$ cat src/rtl/gray_code_counter_if.sv
// Counter control and count-value bundle between the stimulus side (master)
// and the Gray counter (slave).
interface gray_code_counter_if #(
    parameter int WIDTH = 4
);
    logic             en;
    logic             up;
    logic             load;
    logic [WIDTH-1:0] load_val;
    logic [WIDTH-1:0] gray_out;
    logic [WIDTH-1:0] bin_out;
    logic             wrap;
    logic             tc;

    modport master (
        output en, up, load, load_val,
        input  gray_out, bin_out, wrap, tc
    );

    modport slave (
        input  en, up, load, load_val,
        output gray_out, bin_out, wrap, tc
    );
endinterface

$ cat src/rtl/gray_code_counter.sv
// Up/down counter keeping binary and Gray values in separate registers so the
// Gray output is glitch-free and moves one bit per step.
module gray_code_counter #(
    parameter int WIDTH = 4
) (
    input  logic               clk,
    input  logic               rst,
    gray_code_counter_if.slave bus
);
    logic [WIDTH-1:0] bin_q;
    logic [WIDTH-1:0] gray_q;
    logic             wrap_q;
    logic [WIDTH-1:0] next_bin;
    logic [WIDTH-1:0] next_gray;
    logic [WIDTH-1:0] load_gray;
    logic             at_end;

    // Terminal count depends on the live direction input, not a registered copy.
    always_comb begin
        next_bin = bin_q;
        at_end   = 1'b0;
        if (bus.up) begin
            next_bin = bin_q + 1'b1;
            at_end   = &bin_q;
        end else begin
            next_bin = bin_q - 1'b1;
            at_end   = ~|bin_q;
        end
    end

    assign next_gray = next_bin ^ (next_bin >> 1);
    assign load_gray = bus.load_val ^ (bus.load_val >> 1);

    always_ff @(posedge clk) begin
        if (rst) begin
            bin_q  <= '0;
            gray_q <= '0;
            wrap_q <= 1'b0;
        end else if (bus.load) begin
            bin_q  <= bus.load_val;
            gray_q <= load_gray;
            wrap_q <= 1'b0;
        end else if (bus.en) begin
            bin_q  <= next_bin;
            gray_q <= next_gray;
            wrap_q <= at_end;
        end else begin
            wrap_q <= 1'b0;
        end
    end

    assign bus.bin_out  = bin_q;
    assign bus.gray_out = gray_q;
    assign bus.wrap     = wrap_q;
    assign bus.tc       = at_end;
endmodule

$ cat src/flat_wrapper.sv
// flat-port wrapper written by rule: the top's interface ports become plain ports
module gray_code_counter_flat 
#(
    parameter int WIDTH = 4
)
  (clk, rst, bus_en, bus_up, bus_load, bus_load_val, bus_gray_out, bus_bin_out, bus_wrap, bus_tc);
  gray_code_counter_if #(.WIDTH(WIDTH)) bus_i ();
  input  logic clk;
  input  logic rst;
  input wire logic [$bits(bus_i.en)-1:0] bus_en;
  input wire logic [$bits(bus_i.up)-1:0] bus_up;
  input wire logic [$bits(bus_i.load)-1:0] bus_load;
  input wire logic [$bits(bus_i.load_val)-1:0] bus_load_val;
  output wire logic [$bits(bus_i.gray_out)-1:0] bus_gray_out;
  output wire logic [$bits(bus_i.bin_out)-1:0] bus_bin_out;
  output wire logic [$bits(bus_i.wrap)-1:0] bus_wrap;
  output wire logic [$bits(bus_i.tc)-1:0] bus_tc;
  assign bus_i.en = bus_en;
  assign bus_i.up = bus_up;
  assign bus_i.load = bus_load;
  assign bus_i.load_val = bus_load_val;
  assign bus_gray_out = bus_i.gray_out;
  assign bus_bin_out = bus_i.bin_out;
  assign bus_wrap = bus_i.wrap;
  assign bus_tc = bus_i.tc;
  gray_code_counter #(.WIDTH(WIDTH)) u_core (.clk(clk), .rst(rst), .bus(bus_i));
endmodule
$ cat config.mk
export PLATFORM = sky130hd
export DESIGN_NAME = gray_code_counter_flat
export DESIGN_NICKNAME = d
export VERILOG_FILES = /design/src/rtl/gray_code_counter_if.sv /design/src/rtl/gray_code_counter.sv /design/src/flat_wrapper.sv
export SDC_FILE = /design/constraint.sdc
export NUM_CORES = 1
export LEC_CHECK = 0
export CORE_AREA = 2 2 39 41
export CTS_CLUSTER_SIZE = 28
export DETAILED_ROUTE_END_ITERATION = 8
export DIE_AREA = 0 0 41 43
export DONT_BUFFER_PORTS = 1
export PLACE_DENSITY = 0.51
export SLEW_MARGIN = 20
export SYNTH_ARGS = -nofsm -noshare
export SYNTH_HDL_FRONTEND = slang
export SYNTH_SLANG_ARGS = --single-unit
$ cat constraint.sdc
create_clock -name clk -period 4.13 [get_ports clk]
set_clock_uncertainty 0.1 [all_clocks]
set_input_delay 0.826 -clock clk [delete_from_list [all_inputs] [get_ports clk]]
set_output_delay 0.826 -clock clk [all_outputs]
set_load 0.005 [all_outputs]
==> impl_metrics.toml <==
[run_status]
status = "finished, final reports clean"

[cells_and_area]
area_growth_syn_to_layout_pct = 4.265
antennaDiodeCount = 0
design_area_sq_um = 550.5
layout.nets = 74
drive_gt1_share_pct = 8.333

[synth]
synth_top_cell_area_share_pct = 30.33
netlist_instances = 61
netlist_area_sq_um = 528.0
synth.net_count = 73
ys_ff_latch = 8
ys_top_cells_by_area = "dfxtp_1, xnor2_1, a21oi_1"
yosysTopAreaCell = "dfxtp_1"
synth_area_per_cell_sq_um = 8.656
yosysSeqAreaShare_pct = 30.33
synth_warnings = 0
yosysUniqueCellTypes = 30

[floorplan]
coreArea_sq_um = 1384
start_util_pct = 38.16
die_h_um = 43
io_pins = 19
dieArea_sq_um = 1763
rows = 14
die_w_um = 41

[power]
total_power_w = 0.0002048
combPwrFrac_pct = 25.2
p_int_w = 0.0001464
p_seq_share_pct = 45.5
p_switching_w = 0.00005836
p_leak_nw = 0.2304
power_frac_clock_pct = 29.3
p_per_area_nw_per_um2 = 372.0
switching_share_pct = 28.49
ir_worst_vdd_v = 0.0001447

[placed_design]
place_area_sq_um = 528.0
numPortBuffers = 0
detailed_place_hpwl_um = 835.3
place.gp.congestion = 0.7748

[clocking]
ctsHoldBuffers = 0
cts_buffer_depth = 2
cts_made_buffers = 3
root_buffer = "clkbuf_4"
cts_resized = 0
cts.clk_slew.worst_paths_ns = 0.06
cts_setup_buffers = 0
htreeDepth = 1
insertion_delay_ns = 0.25
cts_tree = "built"
cts.sinks = 8

[worst_setup_path]
critPathMaxFanout = 7
required_ns = 3.20
startpoint_type = "flop"
critical_path_class = "reg2out"
worstSetupEndpointType = "primary output"
worst_ep_arrival_time_ns = 1.19

[global_routing]
grt_pass1_wl_um = 1807
grt_max_degree = 16
grt_use_total_pct = 15.41
antenna_found_initial = 0
grt.overflow.total = 0
grt_pass1_vias = 429

[sta]
setup-violations-final = 0
final.period_utilization_pct = 51.23
slew_violations = 0
post-route-min-period_ns = 2.116
fmax_mhz = 472.7
rsz0062_at_grt = "false"
hold_viol = 0
tightest_slew_ns = 0.3525
slew_headroom_pct = 76.47
fin_tns_setup_ns = 0

[drt]
routed_wl_um = 1086
first_pass_iters = 4
routed-via-count = 425
remaining_drc_errors = 0
drt_iter0_markers = 4
ant_nets = 0
avgRoutedWirePerCell_um = 14.29
vias_per_cell = 5.592

[min_path]
min_path_type = "reg2reg"

[job]
cap_viol_max_count = 0
[area by class of cell]
type / count / area [sq um]
Fill cell: 157 / 833.3
Multi-Input combinational cell: 47 / 340.3
Sequential cell: 8 / 160.2
Clock buffer: 3 / 22.52
Tap cell: 16 / 20.02
Inverter: 2 / 7.507
[stage by stage]
step | util (%) | std cells | setup slack (ns) | hold slack, ns
3_3_place_gp | 38.16 | 73 | 1.835 | 0.4924
4_1_cts | 39.78 | 76 | 2.022 | 0.5020
6_report | 39.78 | 76 | 2.014 | 0.4793
2_1_floorplan | - | 61 | 1.954 | 0.4416
5_1_grt | 39.78 | 76 | 1.884 | 0.5205
3_5_place_dp | 38.16 | 73 | 1.817 | 0.4940
[final timing paths]
| path | startpoint | to | slack, ns | cells past startpoint |
|---|---|---|---|---|
| setup reg to reg | u_core.bus.bin_out[0]$_SDFFE_PP0P_ | u_core.bus.gray_out[1]$_SDFFE_PP0P_ | 2.27 | 5 |
| hold reg to reg | u_core.bus.gray_out[1]$_SDFFE_PP0P_ | u_core.bus.gray_out[1]$_SDFFE_PP0P_ | 0.48 | 2 |
| setup / recovery | u_core.bus.bin_out[0]$_SDFFE_PP0P_ | bus_tc | 2.01 | 2 |
| hold / removal | u_core.bus.gray_out[1]$_SDFFE_PP0P_ | u_core.bus.gray_out[1]$_SDFFE_PP0P_ | 0.48 | 2 |
[layer usage]
metal	share of wire (%)	up-vias	track usage, %
met2	46	16	22.19
met3	9.8	2	8.377
met1	43	195	18.51
met4	0.83	0	6.000
li1	-	212	-
met5	0	-	0
[cells in the final DEF, fill, tap and decap left out, types with 2 or more instances in the layout]
cell type	netlist	routed
nor2_1	8	8
dfxtp_1	8	8
a21oi_1	7	7
xnor2_1	7	7
a211oi_1	3	3
clkbuf_4	0	3
inv_1	2	2
nand2_1	2	2
ha_1	2	2
[power groups by stage]
stage	clock network (W)	logic (W)	registers, W
after floorplan	0	0.0000500	0.0000926
after global placement	0	0.0000518	0.0000950
after detailed placement	0	0.0000519	0.0000951
after CTS	0.0000626	0.0000522	0.0000934
after global routing	0.0000658	0.0000591	0.0000951
final	0.0000600	0.0000516	0.0000932
[Yosys cell counts (all sizes together)]
master / number
nor2: 9
a211o: 1
dfxtp: 8
or3: 1
nand2: 2
xor2: 1
fa: 1
and3: 1
xnor3: 1
a21oi: 7
buf: 3
and3b: 1
nor4: 1
xnor2: 7
nor3: 1
a21o: 1
a211oi: 3
mux2i: 1
inv: 2
clkbuf: 1
nand3: 1
o21ai: 2
a221oi: 1
nand4: 1
nor3b: 1
ha: 2
[kinds of logic (layout without fill, tap and decap cells)]
group,Yosys count,count (layout),synth area share (%)
flip-flops,8,8,30.33
AND/OR/NAND/NOR,19,19,18.96
multiplexers,1,1,1.896
AO/OA/AOI/OAI,15,15,17.53
buffers and inverters,6,5,5.212
adder cells (fa/ha/maj),3,3,8.530
XOR/XNOR,9,9,17.54
[flip-flops by register name, summed over array words and instances (netlist names)]
| register | flops |
|---|---|
| u_core.bus.bin_out | 3 |
| u_core.bus.gray_out | 4 |
| u_core.bus.wrap | 1 |
[critical path: stages, from the launching register on]
cell and delay (ns):
dfxtp_1 0.53, nand4_1 0.14, o21ai_1 0.27
Note: power is estimated with default switching activity, not from simulation.
